--- src/rtl/itrx_amba4_axi_pkg.sv ---
// Shared AXI4 types and constants for the itrx register slice.
// The address payload width is derived from the field types so it tracks any field change.
package itrx_amba4_axi_pkg;

  localparam int XIDW   = 4;
  localparam int XADDRW = 32;

  typedef logic [XIDW-1:0]   t_xid;
  typedef logic [XADDRW-1:0] t_xaddr;
  typedef logic [7:0]        t_xlen;
  typedef logic [3:0]        t_xcache;
  typedef logic [3:0]        t_xqos;
  typedef logic [3:0]        t_xregion;

  typedef enum logic [2:0] {
    SIZE_1B, SIZE_2B, SIZE_4B, SIZE_8B, SIZE_16B, SIZE_32B, SIZE_64B, SIZE_128B
  } te_xsize;

  typedef enum logic [1:0] {
    BURST_FIXED, BURST_INCR, BURST_WRAP, BURST_RSVD
  } te_xburst;

  typedef struct packed {
    logic instr;
    logic nonsec;
    logic priv;
  } ts_xprot;

  typedef struct packed {
    t_xid     id;
    t_xaddr   addr;
    t_xlen    len;
    te_xsize  size;
    te_xburst burst;
    t_xcache  cache;
    ts_xprot  prot;
    t_xqos    qos;
    t_xregion region;
  } ts_xapld;

  localparam int XAPLDW = $bits(ts_xapld);

  localparam int AXI_RS_BYPASS = 0;
  localparam int AXI_RS_FWD    = 1;
  localparam int AXI_RS_FULL   = 2;

  typedef enum logic [1:0] {
    RS_EMPTY,
    RS_ONE,
    RS_FULL
  } te_rs_state;

endpackage

--- src/rtl/itrx_axi_chan_slice.sv ---
// One valid/ready pipeline stage carrying an opaque payload.
// MODE selects bypass wires, a forward register, or a two-entry skid buffer.
module itrx_axi_chan_slice
  import itrx_amba4_axi_pkg::*;
#(
  parameter int PLDW = 8,
  parameter int MODE = AXI_RS_FULL
) (
  input  logic            aclk,
  input  logic            areset_n,
  input  logic [PLDW-1:0] s_pld,
  input  logic            s_valid,
  output logic            s_ready,
  output logic [PLDW-1:0] m_pld,
  output logic            m_valid,
  input  logic            m_ready,
  output logic            busy
);

  if (MODE == AXI_RS_BYPASS) begin : g_bypass
    logic unused_clk_rst;

    assign unused_clk_rst = aclk ^ areset_n;
    assign m_pld   = s_pld;
    assign m_valid = s_valid;
    assign s_ready = m_ready;
    assign busy    = 1'b0;

  end else if (MODE == AXI_RS_FWD) begin : g_fwd
    logic            valid_q, valid_d;
    logic [PLDW-1:0] pld_q, pld_d;
    logic            push;

    always_comb begin
      push    = s_valid && s_ready;
      valid_d = valid_q;
      pld_d   = pld_q;
      if (push) begin
        valid_d = 1'b1;
        pld_d   = s_pld;
      end else if (m_ready) begin
        valid_d = 1'b0;
      end
    end

    always_ff @(posedge aclk or negedge areset_n) begin
      if (!areset_n) begin
        valid_q <= 1'b0;
        pld_q   <= '0;
      end else begin
        valid_q <= valid_d;
        pld_q   <= pld_d;
      end
    end

    // Ready looks through the register so a draining slot can refill in the same cycle.
    assign s_ready = !valid_q || m_ready;
    assign m_valid = valid_q;
    assign m_pld   = pld_q;
    assign busy    = valid_q;

  end else if (MODE == AXI_RS_FULL) begin : g_full
    te_rs_state      state_q, state_d;
    logic [PLDW-1:0] main_q, main_d;
    logic [PLDW-1:0] skid_q, skid_d;
    logic            s_ready_q, s_ready_d;
    logic            m_valid_q, m_valid_d;
    logic            push, pop;

    always_comb begin
      push    = s_valid && s_ready_q;
      pop     = m_valid_q && m_ready;
      state_d = state_q;
      main_d  = main_q;
      skid_d  = skid_q;
      unique case (state_q)
        RS_EMPTY: begin
          if (push) begin
            state_d = RS_ONE;
            main_d  = s_pld;
          end
        end
        RS_ONE: begin
          if (push && !pop) begin
            state_d = RS_FULL;
            skid_d  = s_pld;
          end else if (push && pop) begin
            main_d = s_pld;
          end else if (pop) begin
            state_d = RS_EMPTY;
          end
        end
        RS_FULL: begin
          if (pop) begin
            state_d = RS_ONE;
            main_d  = skid_q;
          end
        end
        default: state_d = RS_EMPTY;
      endcase
      // Both handshake outputs are registered images of the next state.
      s_ready_d = (state_d != RS_FULL);
      m_valid_d = (state_d != RS_EMPTY);
    end

    always_ff @(posedge aclk or negedge areset_n) begin
      if (!areset_n) begin
        state_q   <= RS_EMPTY;
        main_q    <= '0;
        skid_q    <= '0;
        s_ready_q <= 1'b1;
        m_valid_q <= 1'b0;
      end else begin
        state_q   <= state_d;
        main_q    <= main_d;
        skid_q    <= skid_d;
        s_ready_q <= s_ready_d;
        m_valid_q <= m_valid_d;
      end
    end

    assign s_ready = s_ready_q;
    assign m_valid = m_valid_q;
    assign m_pld   = main_q;
    assign busy    = m_valid_q;

  end else begin : g_bad_mode
    $error("itrx_axi_chan_slice: MODE must be 0, 1 or 2");
  end

endmodule

--- src/rtl/itrx_amba4_axi_reg_slice.sv ---
// AXI4 register slice: one independently configured stage per channel.
// B and R run slave-to-master, so their slices are wired in the reverse direction.
module itrx_amba4_axi_reg_slice
  import itrx_amba4_axi_pkg::*;
#(
  parameter int XDATAW  = 64,
  parameter int AWUSERW = 1,
  parameter int WUSERW  = 1,
  parameter int BUSERW  = 1,
  parameter int ARUSERW = 1,
  parameter int RUSERW  = 1,
  parameter int AW_MODE = AXI_RS_FULL,
  parameter int W_MODE  = AXI_RS_FULL,
  parameter int B_MODE  = AXI_RS_FULL,
  parameter int AR_MODE = AXI_RS_FULL,
  parameter int R_MODE  = AXI_RS_FULL,
  localparam int XSTRBW = XDATAW / 8
) (
  input  logic                                  aclk,
  input  logic                                  areset_n,
  input  logic [XAPLDW+AWUSERW-1:0]             s_awpld,
  input  logic                                  s_awvalid,
  output logic                                  s_awready,
  output logic [XAPLDW+AWUSERW-1:0]             m_awpld,
  output logic                                  m_awvalid,
  input  logic                                  m_awready,
  input  logic [XDATAW+XSTRBW+1+WUSERW-1:0]     s_wpld,
  input  logic                                  s_wvalid,
  output logic                                  s_wready,
  output logic [XDATAW+XSTRBW+1+WUSERW-1:0]     m_wpld,
  output logic                                  m_wvalid,
  input  logic                                  m_wready,
  input  logic [XIDW+2+BUSERW-1:0]              m_bpld,
  input  logic                                  m_bvalid,
  output logic                                  m_bready,
  output logic [XIDW+2+BUSERW-1:0]              s_bpld,
  output logic                                  s_bvalid,
  input  logic                                  s_bready,
  input  logic [XAPLDW+ARUSERW-1:0]             s_arpld,
  input  logic                                  s_arvalid,
  output logic                                  s_arready,
  output logic [XAPLDW+ARUSERW-1:0]             m_arpld,
  output logic                                  m_arvalid,
  input  logic                                  m_arready,
  input  logic [XIDW+XDATAW+2+1+RUSERW-1:0]     m_rpld,
  input  logic                                  m_rvalid,
  output logic                                  m_rready,
  output logic [XIDW+XDATAW+2+1+RUSERW-1:0]     s_rpld,
  output logic                                  s_rvalid,
  input  logic                                  s_rready,
  output logic                                  cactive
);

  logic aw_busy, w_busy, b_busy, ar_busy, r_busy;

  itrx_axi_chan_slice #(.PLDW(XAPLDW + AWUSERW), .MODE(AW_MODE)) u_aw (
    .aclk    (aclk),
    .areset_n(areset_n),
    .s_pld   (s_awpld),
    .s_valid (s_awvalid),
    .s_ready (s_awready),
    .m_pld   (m_awpld),
    .m_valid (m_awvalid),
    .m_ready (m_awready),
    .busy    (aw_busy)
  );

  itrx_axi_chan_slice #(.PLDW(XDATAW + XSTRBW + 1 + WUSERW), .MODE(W_MODE)) u_w (
    .aclk    (aclk),
    .areset_n(areset_n),
    .s_pld   (s_wpld),
    .s_valid (s_wvalid),
    .s_ready (s_wready),
    .m_pld   (m_wpld),
    .m_valid (m_wvalid),
    .m_ready (m_wready),
    .busy    (w_busy)
  );

  itrx_axi_chan_slice #(.PLDW(XIDW + 2 + BUSERW), .MODE(B_MODE)) u_b (
    .aclk    (aclk),
    .areset_n(areset_n),
    .s_pld   (m_bpld),
    .s_valid (m_bvalid),
    .s_ready (m_bready),
    .m_pld   (s_bpld),
    .m_valid (s_bvalid),
    .m_ready (s_bready),
    .busy    (b_busy)
  );

  itrx_axi_chan_slice #(.PLDW(XAPLDW + ARUSERW), .MODE(AR_MODE)) u_ar (
    .aclk    (aclk),
    .areset_n(areset_n),
    .s_pld   (s_arpld),
    .s_valid (s_arvalid),
    .s_ready (s_arready),
    .m_pld   (m_arpld),
    .m_valid (m_arvalid),
    .m_ready (m_arready),
    .busy    (ar_busy)
  );

  itrx_axi_chan_slice #(.PLDW(XIDW + XDATAW + 2 + 1 + RUSERW), .MODE(R_MODE)) u_r (
    .aclk    (aclk),
    .areset_n(areset_n),
    .s_pld   (m_rpld),
    .s_valid (m_rvalid),
    .s_ready (m_rready),
    .m_pld   (s_rpld),
    .m_valid (s_rvalid),
    .m_ready (s_rready),
    .busy    (r_busy)
  );

  // Any held beat or pending request keeps the clock-gating handshake from stopping aclk.
  always_comb begin
    cactive = aw_busy || w_busy || b_busy || ar_busy || r_busy ||
              s_awvalid || s_wvalid || s_arvalid || m_bvalid || m_rvalid;
  end

endmodule
--- config.mk ---
export PLATFORM = sky130hd
export DESIGN_NAME = itrx_amba4_axi_reg_slice
export DESIGN_NICKNAME = d
export VERILOG_FILES = /design/src/rtl/itrx_amba4_axi_pkg.sv /design/src/rtl/itrx_axi_chan_slice.sv /design/src/rtl/itrx_amba4_axi_reg_slice.sv
export SDC_FILE = /design/constraint.sdc
export NUM_CORES = 1
export LEC_CHECK = 0
export BUFFER_PORTS_ARGS = -buffer_cell sky130_fd_sc_hd__buf_2
export CAP_MARGIN = 10
export CORE_AREA = 3 3 225 227
export CTS_BUF_LIST = sky130_fd_sc_hd__clkbuf_4
export DETAILED_ROUTE_END_ITERATION = 8
export DIE_AREA = 0 0 228 230
export GPL_TIMING_DRIVEN = 0
export PLACE_DENSITY = 0.75
export SLEW_MARGIN = 0
export SYNTH_ARGS = -nofsm -noshare
export SYNTH_HDL_FRONTEND = slang
export SYNTH_SLANG_ARGS = --single-unit
--- constraint.sdc ---
create_clock -name aclk -period 5.33 [get_ports aclk]
set_clock_uncertainty 0.1 [all_clocks]
set_input_delay 0.7995 -clock aclk [delete_from_list [all_inputs] [get_ports aclk]]
set_output_delay 0.7995 -clock aclk [all_outputs]
set_load 0.03 [all_outputs]
==> results of run 1 <==
## kinds of logic after synthesis
group,after synthesis
flip-flops,586
multiplexers,639
AO/OA/AOI/OAI,103
AND/OR/NAND/NOR,545
buffers and inverters,117
## area by class of cell
type / instances / share of cell area (%)
clock buffers: 227 / 5.00
diodes: 18 / 0.132
flip-flops and latches: 586 / 43.0
plain buffers: 115 / 1.99
inverters: 2 / 0.0220
well taps: 664 / 2.44
repair buffers: 880 / 17.5
clock inverters: 34 / 0.991
multi-input cells: 1287 / 28.9
## sequential cells by signal, indices dropped and copies added (netlist names), 7 cells and up
signal              cells
u_b.g_full.skid_q       7
u_aw.m_pld             65
u_r.m_pld              72
u_b.m_pld               7
u_ar.m_pld             65
u_aw.g_full.skid_q     65
u_w.m_pld              74
u_r.g_full.skid_q      72
u_w.g_full.skid_q      74
u_ar.g_full.skid_q     65
## power by group
group          leakage, nW  total, mW  internal (mW)  switching [mW]
Combinational         8.26       10.0           4.05            5.99
Clock                 1.19       4.18           2.28            1.90
Sequential            6.88       8.11           6.79            1.32
## metal layers
metal	GRT usage, %	vias up	share of wire [%]
met5	0	-	0.044
met4	17.9	6	5.8
met3	9.81	286	7.4
met2	49.2	840	50
met1	31.9	10200	37
li1	-	8981	-
## cell usage in the layout, fill, tap and decap left out, drive strengths merged, types with 3 or more instances in the layout
| cell type | netlist | routed |
|---|---|---|
| buf | 94 | 687 |
| dfrtp | 581 | 581 |
| mux2 | 567 | 567 |
| nand2 | 434 | 434 |
| dlygate4sd3 | 0 | 287 |
| clkbuf | 21 | 248 |
| nor2 | 81 | 81 |
| a21oi | 75 | 75 |
| mux2i | 72 | 72 |
| clkinv | 0 | 22 |
| diode | 0 | 18 |
| nand3 | 10 | 10 |
| o21ai | 10 | 10 |
| bufinv | 0 | 7 |
| o21a | 6 | 6 |
| dfstp | 5 | 5 |
| nor3 | 4 | 4 |
| nand2b | 4 | 4 |
| a21boi | 4 | 4 |
| inv | 2 | 4 |
| nor2b | 3 | 3 |
| o22ai | 3 | 3 |
| and2 | 3 | 3 |
| clkinvlp | 0 | 3 |
## metrics by stage
stage	power, mW	area [um^2]	setup TNS [ps]
6_report	22.3	34100	0
5_1_grt	23.5	34100	0
4_1_cts	22.1	34000	0
3_5_place_dp	17.8	29100	0
3_3_place_gp	17.3	29000	-4864090
2_1_floorplan	14.7	25200	0
## critical path, cell delays in order (launching register included)
cell     delay, ps
dfrtp_1        400
nor4_1         640
nand3_1        130
buf_2          230
## how the worst max path moves through the flow
| stage | from | endpoint | slack, ps | depth (start not counted) |
|---|---|---|---|---|
| 6_report | u_b.busy | cactive | 2100 | 3 |
| 5_1_grt | u_ar.busy | cactive | 1840 | 3 |
| 4_1_cts | u_ar.busy | cactive | 1810 | 3 |
| 3_5_place_dp | s_arvalid | cactive | 2410 | 4 |
| 3_3_place_gp | areset_n | u_ar.g_full.skid_q[50] | -8410 | 1 |
| 2_1_floorplan | m_bvalid | cactive | 3100 | 2 |
## repair_timing
item / CTS / global route
hold buffers: 287 / 0
endpoints found under the hold margin: 588 / 0
endpoints found under the setup margin: 0 / 0
==> impl_metrics.py, run 1 <==
metrics = {
    "worst_setup_path": {
        "critPathMaxFanout": 3,
        "worst_r2r_path_depth": 5,
        "arrival_ps": 2330,
        "reg2reg_to": "u_r.m_pld[63]",
        "crit_type": "flip-flop to output port",
        "cp-end-kind": "output port",
        "cp_data_required_time_ps": 4430,
        "reg2reg_from": "u_r.s_ready",
        "start_kind": "flip-flop",
        "reg2reg_setup_slack_ps": 3060,
    },
    "clocking": {
        "path_clk_slew_ps": 60,
        "cts_resized": 0,
        "postCtsSetupRepairBufs": 0,
        "clk_latency_ps": 960,
        "cts_sinks": 586,
        "cts_buffers": 157,
        "cts_tree": "yes",
        "clock_path_buffers": 3,
        "clockRootBuffer": "clkbuf_4",
        "cts_max_level": 4,
    },
    "synth": {
        "yosys_warnings": 0,
        "netlist.area_leader.share_pct": 57.7,
        "async_flop_share_pct": 100,
        "syn_avg_cell_area_um2": 12.7,
        "synth-compound-area-share_pct": 2.27,
        "synth_adder_area_share_pct": 0,
        "synth_xor_area_share_pct": 0,
        "synth-simple-area-share_pct": 8.37,
        "yosysMostFrequentCell": "dfrtp_1",
        "syn_area_um2": 25200,
        "synth_top_family_by_area": "multiplexers",
        "synth_area_leader_cell": "dfrtp_1",
        "seq_area_frac_synth_pct": 58.2,
        "synthFlopType": "dfrtp_1",
        "synth_seq_cells": 586,
        "syn_nets": 2285,
        "syn_inst": 1990,
        "synth_mux_area_share_pct": 28.4,
        "synth-edff-count": 0,
        "synthTopCellsByArea": "dfrtp_1 (58%), mux2_2 (19%), nand2_1 (6.5%), mux2_1 (5.2%), mux2i_1 (2.9%)",
        "synth_common_cells": "dfrtp_1 (581), mux2_2 (434), nand2_1 (434)",
        "synth_cell_types": 35,
    },
    "routing": {
        "ant_nets": 0,
        "routed_via_density": 5.32,
        "routedWlPerCell_um": 20.1,
        "drt_pass1_iterations": 5,
        "vias": 20300,
        "drtIter0Drc": 1142,
        "wirelength_mm": 76.6,
        "drc_errors": 0,
    },
    "timing": {
        "clock.fmax_ghz": 0.310,
        "tightest_slew_ps": 697,
        "slew_violations": 0,
        "timing.final.crit_share_pct": 60.6,
        "relSlewSlack_pct": 53.1,
        "final_hold_viol_count": 0,
        "rsz0062_at_grt": "no",
        "whs_ps": 211,
        "setup_viol": 0,
        "post-route-min-period_ps": 3230,
        "finalWorstSetupSlack_ps": 2100,
    },
    "flow_run": {
        "cap_violations": 0,
    },
    "floorplan": {
        "die-width_um": 228,
        "dieArea_um2": 52400,
        "die_h_um": 230,
        "io_pins": 589,
        "core_um2": 48800,
        "start_util_pct": 51.6,
        "rows": 81,
    },
    "power": {
        "power_leakage_nw": 16.3,
        "irDropWorstVdd_v": 0.000483,
        "powerDensity_nw_per_um2": 655,
    },
    "final_layout": {
        "num-fill-cells": 3236,
        "layout-drive-gt1-share_pct": 44.1,
        "multi_input_area_um2": 9850,
        "stdcell_count": 3813,
        "regArea_um2": 14700,
        "area_growth_pct": 35.2,
        "finalNetCount": 3324,
        "fin_util_pct": 69.8,
    },
    "outcome": {
        "outcome": "finished clean",
    },
    "placement": {
        "dp_hpwl_mm": 50.1,
        "port_buffers": 588,
        "place_inst": 3247,
        "pre_cts_ws_ps": 2410,
        "gp_congestion": 0.887,
    },
    "worst_hold_path": {
        "hold_path_class": "input port to flip-flop",
        "min_to": "u_ar.g_full.state_q[1]",
        "hold_depth": 4,
        "worstHoldStart": "m_arready",
    },
    "global_route": {
        "grt_pass1_wl_mm": 121,
        "grt_pass1_vias": 22200,
        "grt_max_degree": 124,
        "grt_overflow": 0,
        "antenna_found_initial": 18,
        "track_usage_pct": 29.1,
    },
}
Power figures use the tool's default switching activity.
==> run 2: changes to the inputs <==
--- a/config.mk
+++ b/config.mk
@@ -5,14 +5,15 @@
 export SDC_FILE = /design/constraint.sdc
 export NUM_CORES = 1
 export LEC_CHECK = 0
+export ABC_AREA = 1
 export BUFFER_PORTS_ARGS = -buffer_cell sky130_fd_sc_hd__buf_2
 export CAP_MARGIN = 10
-export CORE_AREA = 3 3 225 227
+export CORE_AREA = 3 3 231 233
 export CTS_BUF_LIST = sky130_fd_sc_hd__clkbuf_4
 export DETAILED_ROUTE_END_ITERATION = 8
-export DIE_AREA = 0 0 228 230
+export DIE_AREA = 0 0 234 236
 export GPL_TIMING_DRIVEN = 0
-export PLACE_DENSITY = 0.75
+export PLACE_DENSITY = 0.74
 export SLEW_MARGIN = 0
 export SYNTH_ARGS = -nofsm -noshare
 export SYNTH_HDL_FRONTEND = slang
==> constraint.sdc (replaced) <==
create_clock -name aclk -period 3.3 [get_ports aclk]
set_clock_uncertainty 0.1 [all_clocks]
set_input_delay 0.495 -clock aclk [delete_from_list [all_inputs] [get_ports aclk]]
set_output_delay 0.495 -clock aclk [all_outputs]
set_load 0.03 [all_outputs]
==> impl_metrics.py, run 2 <==
metrics = {
    "outcome": {
        "outcome": "finished clean",
    },
    "worst_setup_path": {
        "reg2reg_to": "u_r.g_full.skid_q[10]",
        "reg2reg_from": "u_r.s_ready",
        "arrival_ps": 2330,
        "start_kind": "flip-flop",
        "cp_data_required_time_ps": 2700,
        "reg2reg_setup_slack_ps": 1080,
        "crit_type": "flip-flop to output port",
        "worst_r2r_path_depth": 7,
        "cp-end-kind": "output port",
        "critPathMaxFanout": 3,
    },
    "floorplan": {
        "die_h_um": 236,
        "io_pins": 589,
        "start_util_pct": 51.6,
        "core_um2": 51400,
        "rows": 83,
        "dieArea_um2": 55200,
        "die-width_um": 234,
    },
    "final_layout": {
        "layout-drive-gt1-share_pct": 20.6,
        "multi_input_area_um2": 10500,
        "final_cell_mix": "nand2_1 (1892), buf_2 (692), dfrtp_1 (581)",
        "area_growth_pct": 34.8,
        "layout_commonest_cell": "nand2_1",
        "fin_util_pct": 69.6,
        "num-fill-cells": 4092,
        "regArea_um2": 14700,
        "finalNetCount": 4849,
    },
    "clocking": {
        "cts_max_level": 4,
        "cts_hold_buf": 317,
        "path_clk_slew_ps": 70,
        "postCtsSetupRepairBufs": 0,
        "cts_resized": 0,
        "clk_latency_ps": 980,
        "cts_tree": "yes",
        "clock_path_buffers": 3,
        "cts_buffers": 155,
        "cts_sinks": 586,
        "clockRootBuffer": "clkbuf_4",
    },
    "timing": {
        "clock.fmax_ghz": 0.342,
        "rsz0062_at_grt": "no",
        "post-route-min-period_ps": 2920,
        "slew_violations": 0,
        "setup_tns_ps": 0,
        "final_hold_viol_count": 0,
        "relSlewSlack_pct": 60.3,
        "whs_ps": 202,
        "timing.final.crit_share_pct": 88.6,
        "setup_viol": 0,
        "tightest_slew_ps": 596,
    },
    "routing": {
        "drc_errors": 0,
        "ant_nets": 0,
        "routed_via_density": 5.23,
        "drtIter0Drc": 2378,
        "vias": 28100,
        "drt_pass1_iterations": 6,
        "routedWlPerCell_um": 17.0,
        "wirelength_mm": 91.5,
    },
    "synth": {
        "yosys_warnings": 0,
        "async_flop_share_pct": 100,
        "synth-edff-count": 0,
        "synth_area_leader_cell": "dfrtp_1",
        "synthTopCellsByArea": "dfrtp_1 (55%), nand2_1 (27%), nand3_1 (11%), buf_2 (2.0%), o21ai_0 (1.5%)",
        "syn_avg_cell_area_um2": 7.61,
        "synth_seq_cells": 586,
        "synth_cell_types": 20,
        "yosysMostFrequentCell": "nand2_1",
        "synthFlopType": "dfrtp_1",
        "syn_nets": 3781,
        "synth_common_cells": "nand2_1 (1892), dfrtp_1 (581), nand3_1 (573)",
        "seq_area_frac_synth_pct": 55.3,
        "syn_inst": 3486,
        "syn_area_um2": 26500,
        "netlist.area_leader.share_pct": 54.8,
    },
    "power": {
        "pwr-share-comb_pct": 47.7,
        "power_leakage_nw": 20.5,
        "clkPwrFrac_pct": 18.1,
        "irDropWorstVdd_v": 0.000587,
        "powerDensity_nw_per_um2": 1020,
        "power.switching_mw": 17.6,
        "intPower_mw": 19.1,
        "power_mw": 36.6,
        "power_frac_seq_pct": 34.3,
        "p_sw_share_pct": 47.9,
    },
    "global_route": {
        "antenna_found_initial": 24,
        "grt_pass1_vias": 27100,
        "grt_overflow": 0,
        "grt_max_degree": 105,
        "grt_pass1_wl_mm": 144,
        "track_usage_pct": 32.9,
    },
    "placement": {
        "dp_hpwl_mm": 61.4,
        "gp_congestion": 0.893,
        "port_buffers": 588,
    },
    "worst_hold_path": {
        "hold_depth": 4,
        "min_to": "u_r.g_full.skid_q[68]",
        "hold_path_class": "input port to flip-flop",
        "worstHoldStart": "m_rpld[68]",
    },
    "flow_run": {
        "cap_violations": 0,
    },
}
[run 2: changes by cell type after synthesis, moves of 76 or more]
cell      previous run  this run
nand2_1            434      1892
nand3_1             10       573
mux2_2             434         0
mux2_1             116         0
inv_1                2        91
clkbuf_1            21        97
[run 2: area by class of cell]
class,instances,area share (%)
repair buffers,911,17.6
multi-input cells,2565,29.3
flip-flops and latches,586,41.0
plain buffers,239,2.89
clock buffers,237,4.98
inverters,96,1.01
diodes,22,0.154
well taps,680,2.38
clock inverters,30,0.644
[run 2: power by group through the flow]
| stage | logic [mW] | registers, mW | clock network (mW) |
|---|---|---|---|
| floorplan | 8.22 | 15.5 | 0 |
| CTS | 17.2 | 12.5 | 6.71 |
| detailed placement | 16.8 | 12.5 | 0 |
| finish | 17.5 | 12.6 | 6.62 |
| global placement | 16.5 | 12.5 | 0 |
| global route | 19.2 | 12.9 | 7.17 |
[run 2: worst max path at each step]
stage	startpoint	end	slack [ps]	cells after the start
finish	u_w.busy	cactive	380	5
global route	u_w.busy	cactive	240	5
CTS	u_w.busy	cactive	250	5
detailed placement	s_wvalid	cactive	1160	6
global placement	areset_n	u_ar.m_pld[53]	-10700	1
floorplan	u_w.s_ready	u_w.m_pld[25]	1660	7
[run 2: metrics by stage]
step	cells	cell area, um^2	worst slack [ps]
final	5366	35800	376
after global routing	5364	35700	236
after CTS	5344	35700	251
after detailed placement	4760	30500	1160
after global placement	4754	30300	-10700
after floorplan	3486	26500	1660
[run 2: logic make-up (layout without fill, tap and decap cells)]
kind of cell / Yosys count / count (layout) / synth area share [%]
buffers and inverters: 335 / 1513 / 5.25
other: 0 / 22 / 0
AND/OR/NAND/NOR: 2480 / 2480 / 37.8
flip-flops: 586 / 586 / 55.3
AO/OA/AOI/OAI: 85 / 85 / 1.60
[run 2: critical path, cell delays in order (launching register included)]
cell and delay, ps:
dfrtp_1 390, nor2_1 220, nand2_1 280, nor3_1 220
nand2_1 70, buf_2 190
[run 2: metal layers]
layer	share of wire [%]	up-vias	GRT usage, %
li1	-	13200	-
met1	39	13100	40.9
met2	46	1463	51.4
met3	10	306	11.4
met4	4.8	8	15.6
met5	0.054	-	0
==> run 3: changes to the inputs <==
--- a/config.mk
+++ b/config.mk
@@ -9,7 +9,6 @@
 export BUFFER_PORTS_ARGS = -buffer_cell sky130_fd_sc_hd__buf_2
 export CAP_MARGIN = 10
 export CORE_AREA = 3 3 231 233
-export CTS_BUF_LIST = sky130_fd_sc_hd__clkbuf_4
 export DETAILED_ROUTE_END_ITERATION = 8
 export DIE_AREA = 0 0 234 236
 export GPL_TIMING_DRIVEN = 0
==> constraint.sdc (replaced) <==
create_clock -name aclk -period 2.8 [get_ports aclk]
set_clock_uncertainty 0.1 [all_clocks]
set_input_delay 0.42 -clock aclk [delete_from_list [all_inputs] [get_ports aclk]]
set_output_delay 0.42 -clock aclk [all_outputs]
set_load 0.03 [all_outputs]
==> impl_metrics.py, run 3 (synthesis results as in run 2) <==
metrics = {
    "outcome": {
        "outcome": "finished clean",
    },
    "power": {
        "power.switching_mw": 20.5,
        "p_sw_share_pct": 46.9,
        "powerDensity_nw_per_um2": 1230,
        "power_leakage_nw": 20.2,
        "irDropWorstVdd_v": 0.000787,
        "power_frac_seq_pct": 33.9,
        "intPower_mw": 23.2,
        "pwr-share-comb_pct": 46.9,
        "clkPwrFrac_pct": 19.2,
    },
    "worst_hold_path": {
        "hold_path_class": "input port to flip-flop",
    },
    "routing": {
        "routed_via_density": 5.25,
        "wirelength_mm": 89.7,
        "drtIter0Drc": 2350,
        "drt_pass1_iterations": 6,
        "vias": 27200,
        "ant_nets": 0,
        "routedWlPerCell_um": 17.3,
        "drc_errors": 0,
    },
    "worst_setup_path": {
        "start_kind": "flip-flop",
        "cp-end-kind": "output port",
        "arrival_ps": 2010,
        "cp_data_required_time_ps": 2280,
        "critPathMaxFanout": 3,
        "crit_type": "flip-flop to output port",
    },
    "clocking": {
        "cts_tree": "yes",
        "clk_latency_ps": 620,
        "cts_hold_buf": 284,
        "cts_resized": 0,
        "cts_buffers": 60,
        "postCtsSetupRepairBufs": 0,
        "clock_path_buffers": 3,
        "clockRootBuffer": "clkbuf_16",
        "cts_sinks": 586,
        "path_clk_slew_ps": 60,
        "cts_max_level": 2,
    },
    "timing": {
        "post-route-min-period_ps": 2530,
        "timing.final.crit_share_pct": 90.3,
        "slew_violations": 0,
        "finalWorstSetupSlack_ps": 273,
        "setup_viol": 0,
        "rsz0062_at_grt": "no",
        "final_hold_viol_count": 0,
        "tightest_slew_ps": 622,
        "relSlewSlack_pct": 58.6,
        "clock.fmax_ghz": 0.396,
    },
    "floorplan": {
        "rows": 83,
        "die_h_um": 236,
        "io_pins": 589,
        "start_util_pct": 51.6,
        "dieArea_um2": 55200,
        "core_um2": 51400,
        "die-width_um": 234,
    },
    "global_route": {
        "grt_max_degree": 105,
        "grt_overflow": 0,
        "grt_pass1_vias": 26100,
        "antenna_found_initial": 25,
        "track_usage_pct": 31.7,
        "grt_pass1_wl_mm": 141,
    },
    "final_layout": {
        "fin_util_pct": 69.0,
        "layout-drive-gt1-share_pct": 18.2,
        "layout_commonest_cell": "nand2_1",
        "area_growth_pct": 33.7,
        "num-fill-cells": 4059,
        "finalNetCount": 4721,
        "regArea_um2": 14700,
        "multi_input_area_um2": 10500,
        "final_cell_mix": "nand2_1 (1892), buf_2 (692), dfrtp_1 (581)",
    },
    "placement": {
        "pre_cts_ws_ps": 815,
        "gp_congestion": 0.893,
        "dp_hpwl_mm": 61.4,
        "port_buffers": 588,
    },
    "flow_run": {
        "cap_violations": 0,
    },
}
[run 3: changes by cell type in the layout (fill, tap and decap cells not counted), sizes merged]
cell	delta
buf	-1
clkinvlp	-1
clkbuf	-154
bufinv	+3
inv	-3
dlygate4sd3	-32
diode	+3
[run 3: stage by stage]
step | hold slack, ps | TNS, ps | instance area, um^2 | cells | total power, mW
final | 78.8 | 0 | 35500 | 5181 | 43.7
after global routing | 103 | 0 | 35500 | 5176 | 46.6
after CTS | 26.4 | 0 | 35400 | 5156 | 43.4
after detailed placement | 298 | 0 | 30500 | 4760 | 34.5
after global placement | 353 | -6453760 | 30300 | 4754 | 34.2
after floorplan | 24.4 | 0 | 26500 | 3486 | 28.0
[run 3: power groups by stage]
stage               Combinational (mW)  Sequential [mW]  Clock [mW]
floorplan                         9.69             18.3           0
global placement                  19.4             14.7           0
detailed placement                19.8             14.8           0
CTS                               20.2             14.7        8.50
global route                      22.5             15.2        8.84
finish                            20.5             14.8        8.39
[run 3: worst max-delay path, stage by stage (launching register included)]
cell and delay (ps):
dfrtp_1 390, nor2_1 210, nand2_1 270, nor3_1 260, nand2_1 70, buf_2 190
[run 3: per-layer routing]
| layer | GRT usage, % | vias up | part of all wire, % |
|---|---|---|---|
| met5 | 0 | - | 0.030 |
| met4 | 13.5 | 4 | 4.8 |
| met3 | 8.43 | 284 | 9.2 |
| met2 | 50.6 | 1272 | 46 |
| met1 | 40.7 | 12800 | 40 |
| li1 | - | 12800 | - |
[run 3: cell type report]
type                    count  share of cell area, %
well taps                 680                   2.40
diodes                     25                  0.176
clock buffers              83                   4.90
plain buffers             239                   2.91
multi-input cells        2565                   29.5
clock inverters            29                  0.942
repair buffers            878                   16.8
inverters                  96                   1.02
flip-flops and latches    586                   41.4
[run 3: worst paths after layout]
| kind | start | endpoint | slack (ps) | depth (start not counted) |
|---|---|---|---|---|
| setup / recovery | u_w.busy | cactive | 270 | 5 |
| hold / removal | m_wready | u_w.s_ready | 80 | 3 |
| setup reg to reg | u_aw.busy | u_aw.m_pld[34] | 760 | 7 |
| hold reg to reg | u_aw.g_full.skid_q[5] | u_aw.g_full.skid_q[5] | 370 | 2 |
| max in group asynchronous | areset_n | u_ar.s_ready | 960 | 4 |
| min in group asynchronous | areset_n | u_w.m_pld[25] | 250 | 2 |
